===== src/rtl/decode_issue.sv =====
// RV32I decode/issue stage: drives a 1-cycle sync-read register file, tracks RAW hazards in a scoreboard.
// Optional: define DECODE_WB_BYPASS_EN to forward the previous-cycle writeback into READ operands.
module decode_issue #(
  parameter int unsigned XLEN  = 32,
  parameter int unsigned NREGS = 32
) (
  input  logic                     clk,
  input  logic                     reset,
  input  logic                     if_valid,
  output logic                     if_ready,
  input  logic [31:0]              if_instr,
  input  logic [XLEN-1:0]          if_pc,
  output logic [$clog2(NREGS)-1:0] rf_r_addr1,
  output logic [$clog2(NREGS)-1:0] rf_r_addr2,
  input  logic [XLEN-1:0]          rf_r_data1,
  input  logic [XLEN-1:0]          rf_r_data2,
  input  logic                     wb_reg_write,
  input  logic [$clog2(NREGS)-1:0] wb_w_addr,
  input  logic [XLEN-1:0]          wb_w_data,
  input  logic                     flush,
  output logic                     ex_valid,
  input  logic                     ex_ready,
  output logic [XLEN-1:0]          ex_pc,
  output logic [XLEN-1:0]          ex_rs1_val,
  output logic [XLEN-1:0]          ex_rs2_val,
  output logic [XLEN-1:0]          ex_imm,
  output logic [$clog2(NREGS)-1:0] ex_rd,
  output logic [6:0]               ex_opcode,
  output logic [2:0]               ex_funct3,
  output logic [6:0]               ex_funct7,
  output logic                     ex_reg_write
);

  localparam int unsigned AW = $clog2(NREGS);

  localparam logic [6:0] OPC_OP_IMM = 7'b0010011;
  localparam logic [6:0] OPC_LOAD   = 7'b0000011;
  localparam logic [6:0] OPC_JALR   = 7'b1100111;
  localparam logic [6:0] OPC_STORE  = 7'b0100011;
  localparam logic [6:0] OPC_BRANCH = 7'b1100011;
  localparam logic [6:0] OPC_OP     = 7'b0110011;
  localparam logic [6:0] OPC_LUI    = 7'b0110111;
  localparam logic [6:0] OPC_AUIPC  = 7'b0010111;
  localparam logic [6:0] OPC_JAL    = 7'b1101111;

  typedef enum logic [1:0] {S_IDLE, S_READ, S_STALL, S_HOLD} state_t;

  typedef struct packed {
    logic            we;
    logic [AW-1:0]   addr;
    logic [XLEN-1:0] data;
  } wb_t;

  state_t           state;
  logic [31:0]      instr_q;
  logic [XLEN-1:0]  pc_q;
  logic [XLEN-1:0]  hold1, hold2;
  wb_t              wb_d;
  logic [NREGS-1:0] scoreboard;
  logic [NREGS-1:0] sb_next;

  logic [6:0]      opc;
  logic [AW-1:0]   rs1, rs2, rd;
  logic            use1, use2, dec_wr;
  logic [XLEN-1:0] dec_imm;
  logic            fwd1, fwd2, sb_hit1, sb_hit2, hazard;
  logic [XLEN-1:0] op1, op2, iss_rs1, iss_rs2;
  logic            issue_read, issue_hold, accept;

  assign opc = instr_q[6:0];
  assign rd  = instr_q[11:7];
  assign rs1 = instr_q[19:15];
  assign rs2 = instr_q[24:20];

  // Operand usage, writeback flag and immediate of the latched instruction
  always_comb begin
    use1    = 1'b0;
    use2    = 1'b0;
    dec_wr  = 1'b0;
    dec_imm = '0;
    case (opc)
      OPC_OP_IMM, OPC_LOAD, OPC_JALR: begin
        use1    = 1'b1;
        dec_wr  = 1'b1;
        dec_imm = {{20{instr_q[31]}}, instr_q[31:20]};
      end
      OPC_STORE: begin
        use1    = 1'b1;
        use2    = 1'b1;
        dec_imm = {{20{instr_q[31]}}, instr_q[31:25], instr_q[11:7]};
      end
      OPC_BRANCH: begin
        use1    = 1'b1;
        use2    = 1'b1;
        dec_imm = {{19{instr_q[31]}}, instr_q[31], instr_q[7], instr_q[30:25],
                   instr_q[11:8], 1'b0};
      end
      OPC_OP: begin
        use1   = 1'b1;
        use2   = 1'b1;
        dec_wr = 1'b1;
      end
      OPC_LUI, OPC_AUIPC: begin
        dec_wr  = 1'b1;
        dec_imm = {instr_q[31:12], 12'b0};
      end
      OPC_JAL: begin
        dec_wr  = 1'b1;
        dec_imm = {{11{instr_q[31]}}, instr_q[31], instr_q[19:12], instr_q[20],
                   instr_q[30:21], 1'b0};
      end
      default: ;
    endcase
  end

  // A writeback on the address edge leaves stale rf data; wb_d identifies that case
  always_comb begin
    fwd1    = wb_d.we && (wb_d.addr == rs1) && (rs1 != '0);
    fwd2    = wb_d.we && (wb_d.addr == rs2) && (rs2 != '0);
    op1     = fwd1 ? wb_d.data : rf_r_data1;
    op2     = fwd2 ? wb_d.data : rf_r_data2;
    if (!use1) op1 = '0;
    if (!use2) op2 = '0;
    sb_hit1 = use1 && (rs1 != '0) && scoreboard[rs1];
    sb_hit2 = use2 && (rs2 != '0) && scoreboard[rs2];
`ifdef DECODE_WB_BYPASS_EN
    hazard  = sb_hit1 || sb_hit2;
`else
    hazard  = sb_hit1 || sb_hit2 || (use1 && fwd1) || (use2 && fwd2);
`endif
  end

  // Handshake, rf address mux and scoreboard update
  always_comb begin
    issue_read = (state == S_READ) && !hazard && (!ex_valid || ex_ready) && !flush;
    issue_hold = (state == S_HOLD) && ex_ready && !flush;
    if_ready   = reset && !flush && ((state == S_IDLE) || issue_read);
    accept     = if_ready && if_valid;
    rf_r_addr1 = accept ? if_instr[19:15] : rs1;
    rf_r_addr2 = accept ? if_instr[24:20] : rs2;
    iss_rs1    = (state == S_HOLD) ? hold1 : op1;
    iss_rs2    = (state == S_HOLD) ? hold2 : op2;

    sb_next = scoreboard;
    if (wb_reg_write) sb_next[wb_w_addr] = 1'b0;
    if (flush && ex_valid && !ex_ready && ex_reg_write) sb_next[ex_rd] = 1'b0;
    if ((issue_read || issue_hold) && dec_wr && (rd != '0)) sb_next[rd] = 1'b1;
    sb_next[0] = 1'b0;
  end

  always_ff @(posedge clk or negedge reset) begin
    if (!reset) begin
      state        <= S_IDLE;
      instr_q      <= '0;
      pc_q         <= '0;
      hold1        <= '0;
      hold2        <= '0;
      wb_d         <= '0;
      scoreboard   <= '0;
      ex_valid     <= 1'b0;
      ex_pc        <= '0;
      ex_rs1_val   <= '0;
      ex_rs2_val   <= '0;
      ex_imm       <= '0;
      ex_rd        <= '0;
      ex_opcode    <= '0;
      ex_funct3    <= '0;
      ex_funct7    <= '0;
      ex_reg_write <= 1'b0;
    end else begin
      wb_d       <= {wb_reg_write, wb_w_addr, wb_w_data};
      scoreboard <= sb_next;
      if (flush) begin
        state    <= S_IDLE;
        ex_valid <= 1'b0;
      end else begin
        if (ex_valid && ex_ready) ex_valid <= 1'b0;
        if (issue_read || issue_hold) begin
          ex_valid     <= 1'b1;
          ex_pc        <= pc_q;
          ex_rs1_val   <= iss_rs1;
          ex_rs2_val   <= iss_rs2;
          ex_imm       <= dec_imm;
          ex_rd        <= rd;
          ex_opcode    <= opc;
          ex_funct3    <= instr_q[14:12];
          ex_funct7    <= instr_q[31:25];
          ex_reg_write <= dec_wr;
        end
        if (accept) begin
          instr_q <= if_instr;
          pc_q    <= if_pc;
        end
        case (state)
          S_IDLE:  if (accept) state <= S_READ;
          S_READ: begin
            if (hazard) begin
              state <= S_STALL;
            end else if (issue_read) begin
              state <= accept ? S_READ : S_IDLE;
            end else begin
              hold1 <= op1;
              hold2 <= op2;
              state <= S_HOLD;
            end
          end
          S_STALL: state <= S_READ;
          S_HOLD:  if (issue_hold) state <= S_IDLE;
          default: state <= S_IDLE;
        endcase
      end
    end
  end

endmodule


===== config.mk =====
export PLATFORM = sky130hd
export DESIGN_NAME = decode_issue
export DESIGN_NICKNAME = d
export VERILOG_FILES = /design/src/rtl/decode_issue.sv
export SDC_FILE = /design/constraint.sdc
export NUM_CORES = 1
export LEC_CHECK = 0
export ABC_CLOCK_PERIOD_IN_PS = 8200
export BUFFER_PORTS_ARGS = -buffer_cell sky130_fd_sc_hd__buf_4
export CAP_MARGIN = 20
export CORE_UTILIZATION = 59
export DETAILED_ROUTE_END_ITERATION = 10
export HOLD_SLACK_MARGIN = 0.06
export PLACE_DENSITY = 0.86
export SYNTH_ARGS = -nofsm -noshare
export SYNTH_HDL_FRONTEND = slang
export SYNTH_SLANG_ARGS = --single-unit

===== constraint.sdc =====
create_clock -name clk -period 8.2 [get_ports clk]
set_input_delay 1.23 -clock clk [delete_from_list [all_inputs] [get_ports clk]]
set_output_delay 1.23 -clock clk [all_outputs]
set_load 0.02 [all_outputs]

==> run_results.csv, run 1 <==
group,metric,value,unit
floorplan,dieArea,28100,µm²
floorplan,num_rows,60,
placement,pre_cts_ws,3.43,ns
floorplan,core-area,27000,µm²
clock_network,clk_latency,0.53,ns
layout,mostFrequentLayoutCells,"351 x dfrtp_1, 348 x buf_4, 199 x mux2_2, 155 x o31ai_1, 104 x nand2_1",
routing,routed_via_density,6.29,
timing,setup_ws,2.84,ns
grt,grt_pass1_vias,12700,
routing,highest-signal-layer,"met4",
worst_hold_path,min_path_type,"reg -> reg",
worst_setup_path,cpLargestDelayFamily,"multiplexers",
clock_network,clkTransAtPathRegs,0.06,ns
timing,hold_viol,0,
worst_hold_path,hp-start,"pc_q[3]",
timing,hold_ws,0.503,ns
worst_setup_path,worstPathRequired,6.97,ns
outcome,outcome,"completed",
clock_network,cts_max_path_buffers,3,
timing,final_min_period_over_clock_period,65.3,%
floorplan,die_x,168,µm
timing,max_freq,187,MHz
routing,dr_wl_met2,21.9,mm
grt,grt_pass1_wl,70.7,mm
clock_network,cts-htree-levels,2,
synth,synth_area,16200,µm²
routing,vias,12400,
worst_setup_path,reg2reg_slack,3.80,ns
layout,fin_util,74.2,%
pwr,p_leak,8.82,nW
floorplan,initial_utilization,60.0,%
layout,nets,1772,
timing,finClkSkew,0.0201,ns
grt,grt_usage,32.3,%
clock_network,post-cts-setup-buffers,0,
routing,routedLengthMet1,18.0,mm
synth,synth-seq-cells,351,
routing,post_drt_wl_per_cell,23.1,µm
clock_network,hold_buffers,0,
synth,syn_avg_cell_area,12.2,µm²
synth,syn_nets,1497,
clock_network,cts_made_buffers,37,
routing,ant_nets,0,
timing,drv_slew,0,
routing,first_pass_iters,6,
worst_setup_path,path_buf_inv,3,
worst_setup_path,crit_chain,"mux4_2 -> mux2i_1 -> mux2i_1 -> o211ai_1 -> nand4_2 -> buf_4 -> o21ai_4 -> buf_4 -> mux2_2 -> buf_4",
job,max-cap-violations,0,
clock_network,tritoncts,"built",
clock_network,root_buffer,"clkbuf_16",
grt,antenna_found_initial,0,
worst_setup_path,worstSetupStartpointType,"register",
worst_setup_path,critical-path-slowest-cell,"dfrtp_1",
synth,synth_cell_types,53,
timing,slew_headroom,33.0,%
placement,io_buffers,333,
worst_setup_path,crit_top_cell,"buf_4",
layout,drive_gt1_share,39.0,%
clock_network,post_cts_resized,0,
worst_setup_path,cp-end-kind,"output port",
pwr,vdd_drop_max,0.213,mV
floorplan,die_h,168,µm
timing,setup_viol,0,
timing,tightest_slew,1.01,ns
pwr,power,4.90,mW
pwr,power_density,245,nW/µm²
synth,netlist_instances,1326,
synth,ys_warn_count,0,
timing,rsz0062_at_grt,"no",
timing,fin_tns_setup,0,ns
layout,antenna_cells,0,
routing,wl_met3,4.04,mm
worst_setup_path,setup.worst_path.start,"instr_q[16]",
placement,gp_congestion,0.933,
grt,globalRouteOverflowTotal,0,
layout,final_common_cell,"dfrtp_1",
timing,finalCriticalPeriod,5.36,ns
grt,grt_max_degree,181,
worst_setup_path,cpPeakStageDelay,0.76,ns
layout,syn_to_final_growth,23.7,%
synth,yosysSeqAreaShare,54.3,%
worst_setup_path,worstPathArrival,4.13,ns
routing,drtIter0Drc,1345,
worst_setup_path,path_class,"reg -> out",
placement,dp_hpwl,29.9,mm
routing,drc,0,
worst_setup_path,cp_max_fo,69,
routing,wirelength,45.4,mm
clock_network,clock_sinks,351,
worst_setup_path,rr_startpoint,"instr_q[21]",
floorplan,num_io_pins,334,
worst reg2reg max path: stages, from the launching register on:
cell and delay (ns):
dfrtp_1 0.84, mux4_2 0.59, mux2i_1 0.18, mux2i_1 0.13, a31oi_1 0.22, nand4_2 0.37
nand2_8 0.68, buf_4 0.79, mux2_2 0.48
where the power goes:
part / total [mW] / leakage, nW / internal, mW / switching (mW)
Sequential: 2.19 / 4.56 / 1.95 / 0.244
Combinational: 1.03 / 3.68 / 0.486 / 0.545
Clock: 1.67 / 0.584 / 0.993 / 0.680
Total: 4.90 / 8.82 / 3.43 / 1.47
synth_stat cells (all sizes together):
cell / number / area [µm²]
a21o: 1 / 7.51
a221oi: 1 / 8.76
o21ai: 74 / 370
a21oi: 22 / 114
a311oi: 1 / 8.76
mux2: 200 / 2250
and3b: 3 / 26.3
nor3: 5 / 25.0
dfrtp: 351 / 8780
buf: 48 / 277
nor4: 1 / 6.26
o41ai: 11 / 96.3
nand3: 26 / 130
or4: 3 / 26.3
a22o: 4 / 35.0
a22oi: 1 / 7.51
nor3b: 1 / 7.51
and2: 4 / 25.0
mux2i: 94 / 941
nand3b: 8 / 60.1
o211ai: 3 / 27.5
xnor2: 10 / 87.6
o31a: 1 / 8.76
mux4: 14 / 315
a31oi: 2 / 12.5
or3: 4 / 25.0
or3b: 3 / 26.3
or2: 3 / 18.8
nor2: 19 / 76.3
nand2b: 9 / 56.3
and3: 3 / 18.8
nand4: 5 / 43.8
nand2: 105 / 397
clkbuf: 66 / 248
o221ai: 31 / 272
o22ai: 2 / 12.5
inv: 22 / 82.6
a211oi: 3 / 22.5
o31ai: 155 / 1160
nand4b: 1 / 8.76
nor2b: 5 / 31.3
or4b: 1 / 10.0
layer usage:
metal  global-route usage (%)  vias to the layer above
met2                     52.9                      633
met3                     8.41                      130
met5                        0                        -
met1                     41.6                     6141
met4                     11.3                        0
li1                         -                     5490
registers in the layout, indices dropped and copies added (netlist names), 2 cells and up:
name,cells
scoreboard,31
ex_rs2_val,32
wb_d,38
ex_rd,5
ex_opcode,7
ex_rs1_val,32
pc_q,32
instr_q,32
state,2
ex_pc,32
ex_funct7,7
hold1,32
ex_funct3,3
hold2,32
ex_imm,32
kinds of logic after synthesis:
group                     after synthesis  share of synthesized area [%]
xor gates and xnor gates               10                          0.542
AOI/OAI and AO/OA                     312                           13.4
DFF                                   351                           54.3
muxes                                 308                           21.7
and+or+nand+nor                       209                           6.30
buffers and inverters                 136                           3.75
stage by stage:
stage | instance area (µm²) | instances
6_report | 20000 | 1970
5_1_grt | 20000 | 1970
3_3_place_gp | 18800 | 1903
4_1_cts | 20000 | 1970
3_5_place_dp | 18800 | 1903
2_1_floorplan | 16200 | 1326
final cells by class:
type | instances | area [µm²]
clock inverter | 10 | 156
multi-input combinational | 839 | 6840
inverter | 22 | 82.6
fill | 1769 | 6950
timing repair buffer | 350 | 2650
clock buffer | 57 | 1060
sequential | 351 | 8780
tap | 341 | 427
worst paths after layout:
kind / to / depth (start not counted)
worst min-delay path: pc_q[3] / 1
worst max-delay path: rf_r_addr1[2] / 10
max in group asynchronous: ex_funct7[3] / 2
worst max register to register: ex_imm[2] / 8
min in group asynchronous: wb_d[0] / 1
worst min register to register: pc_q[3] / 1
(Power assumes the default switching activity.)
==> run 2: changes to the inputs <==
==> config.mk (replaced) <==
export PLATFORM = sky130hd
export DESIGN_NAME = decode_issue
export DESIGN_NICKNAME = d
export VERILOG_FILES = /design/src/rtl/decode_issue.sv
export SDC_FILE = /design/constraint.sdc
export NUM_CORES = 1
export LEC_CHECK = 0
export ABC_CLOCK_PERIOD_IN_PS = 5100
export BUFFER_PORTS_ARGS = -buffer_cell sky130_fd_sc_hd__buf_4
export CAP_MARGIN = 20
export CORE_UTILIZATION = 55
export DETAILED_ROUTE_END_ITERATION = 10
export HOLD_SLACK_MARGIN = 0.06
export PLACE_DENSITY = 0.81
export SYNTH_ARGS = -nofsm -noshare
export SYNTH_HDL_FRONTEND = slang
export SYNTH_SLANG_ARGS = --single-unit
==> constraint.sdc (replaced) <==
create_clock -name clk -period 5.1 [get_ports clk]
set_input_delay 0.765 -clock clk [delete_from_list [all_inputs] [get_ports clk]]
set_output_delay 0.765 -clock clk [all_outputs]
set_load 0.02 [all_outputs]
==> run_results.csv, run 2 (synthesis results as in run 1) <==
group,metric,value,unit
timing,fin_tns_setup,0,ns
worst_setup_path,worstPathArrival,3.92,ns
floorplan,initial_utilization,56.2,%
layout,nets,1783,
routing,ant_nets,0,
clock_network,post-cts-setup-buffers,0,
timing,final_min_period_over_clock_period,91.8,%
layout,antenna_cells,0,
clock_network,clock_sinks,351,
timing,drv_slew,0,
clock_network,clk_latency,0.53,ns
grt,grt_usage,30.4,%
pwr,combPwrFrac,20.9,%
placement,pre_cts_ws,1.02,ns
timing,finClkSkew,0.0234,ns
pwr,p_leak,8.94,nW
clock_network,tritoncts,"built",
timing,setup_ws,0.416,ns
pwr,intPower,5.62,mW
routing,routedLengthMet1,18.0,mm
worst_setup_path,worstPathRequired,4.34,ns
clock_network,hold_buffers,0,
pwr,switching_power,2.40,mW
outcome,outcome,"completed",
timing,finalCriticalPeriod,4.68,ns
routing,drc,0,
clock_network,clkTransAtPathRegs,0.07,ns
pwr,clock_power_share,35.3,%
timing,hold_viol,0,
timing,slew_headroom,38.6,%
routing,post_drt_wl_per_cell,22.7,µm
worst_setup_path,cp-end-kind,"output port",
routing,wirelength,45.9,mm
grt,globalRouteOverflowTotal,0,
worst_hold_path,min_path_type,"in -> async",
placement,gp_congestion,0.932,
clock_network,root_buffer,"clkbuf_16",
pwr,swShare,30.0,%
routing,first_pass_iters,5,
worst_setup_path,worstSetupStartpointType,"register",
pwr,power_frac_seq,43.8,%
routing,highest-signal-layer,"met5",
placement,io_buffers,333,
grt,grt_pass1_wl,71.9,mm
routing,routed_via_density,6.18,
grt,grt_max_degree,82,
layout,largest_register_ffs,38,
placement,dp_hpwl,30.4,mm
timing,setup_viol,0,
layout,mostFrequentLayoutCells,"355 x buf_4, 351 x dfrtp_1, 199 x mux2_2, 155 x o31ai_1, 104 x nand2_1",
clock_network,cts_made_buffers,38,
layout,largest_register,"wb_d",
pwr,power_density,396,nW/µm²
floorplan,die_x,173,µm
clock_network,cts-htree-levels,2,
routing,drtIter0Drc,993,
layout,multi_input_area,6840,µm²
timing,tightest_slew,0.922,ns
placement,placed_cells_incl_taps,1953,
job,max-cap-violations,0,
layout,finalNonFillerCells,2025,
clock_network,post_cts_resized,0,
timing,hold_ws,0.179,ns
floorplan,num_rows,62,
layout,drive_gt1_share,40.1,%
worst_setup_path,path_class,"reg -> out",
layout,syn_to_final_growth,25.3,%
floorplan,dieArea,30100,µm²
layout,seq_area,8780,µm²
floorplan,num_io_pins,334,
floorplan,core-area,28800,µm²
pwr,vdd_drop_max,0.359,mV
clock_network,cts_max_path_buffers,3,
routing,dr_wl_met2,22.0,mm
layout,final_common_cell,"buf_4",
grt,antenna_found_initial,1,
routing,wl_met3,4.43,mm
layout,fillers,1991,
timing,max_freq,213,MHz
grt,grt_pass1_vias,12800,
routing,vias,12500,
worst_setup_path,cp_max_fo,24,
floorplan,die_h,173,µm
timing,rsz0062_at_grt,"no",
[run 2: changes by cell type in the layout (fill, tap and decap cells not counted), moves of 2 or more]
cell,previous run,this run
buf_4,348,355
clkbuf_1,14,5
clkinv_2,2,6
inv_6,1,3
buf_16,0,2
clkinv_4,0,2
[run 2: critical path, stage by stage (launching register included)]
cell	delay, ns
dfrtp_1	0.86
mux4_2	0.60
mux2i_1	0.19
mux2i_1	0.12
nand3_1	0.13
nand4_2	0.15
o21ai_4	0.72
mux2_2	0.43
buf_4	0.16
[run 2: layer usage]
metal  up-vias  track usage [%]
met3       109             8.51
li1       5486                -
met4         2             10.1
met1      6262             39.2
met5         -                0
met2       647             49.7
[run 2: worst paths after layout]
| kind | cells after the start | to | start | slack [ns] |
|---|---|---|---|---|
| min in group clk | 1 | wb_d[28] | wb_w_data[28] | 0.35 |
| max | 8 | rf_r_addr1[2] | instr_q[21] | 0.42 |
| max reg2reg | 9 | hold1[23] | instr_q[21] | 1.09 |
| max in group asynchronous | 3 | scoreboard[12] | reset | 2.82 |
| min reg2reg | 1 | pc_q[30] | pc_q[30] | 0.50 |
| min | 1 | ex_rs2_val[11] | reset | 0.18 |
[run 2: final cells by class]
| cell class | instances | share of cell area, % |
|---|---|---|
| flip-flops and latches | 351 | 43.4 |
| multi-input cells | 839 | 33.8 |
| repair buffers | 360 | 13.7 |
| clock buffers | 50 | 5.26 |
| well taps | 384 | 2.37 |
| clock inverters | 19 | 1.15 |
| inverters | 22 | 0.408 |
[run 2: power groups by stage]
stage	combinational, mW	sequential [mW]	clock, mW
final	1.68	3.51	2.83
after global routing	1.78	3.56	2.98
after CTS	1.68	3.50	2.88
after detailed placement	1.66	3.54	0
after global placement	1.63	3.52	0
after floorplan	0.730	3.64	0
[run 2: through the flow]
stage	cell area, µm²	utilization, %	total power [mW]
2_1_floorplan	16200	-	4.37
6_report	20300	70.4	8.02
3_5_place_dp	18900	65.6	5.20
4_1_cts	20200	70.1	8.05
3_3_place_gp	18900	65.6	5.15
5_1_grt	20300	70.4	8.32
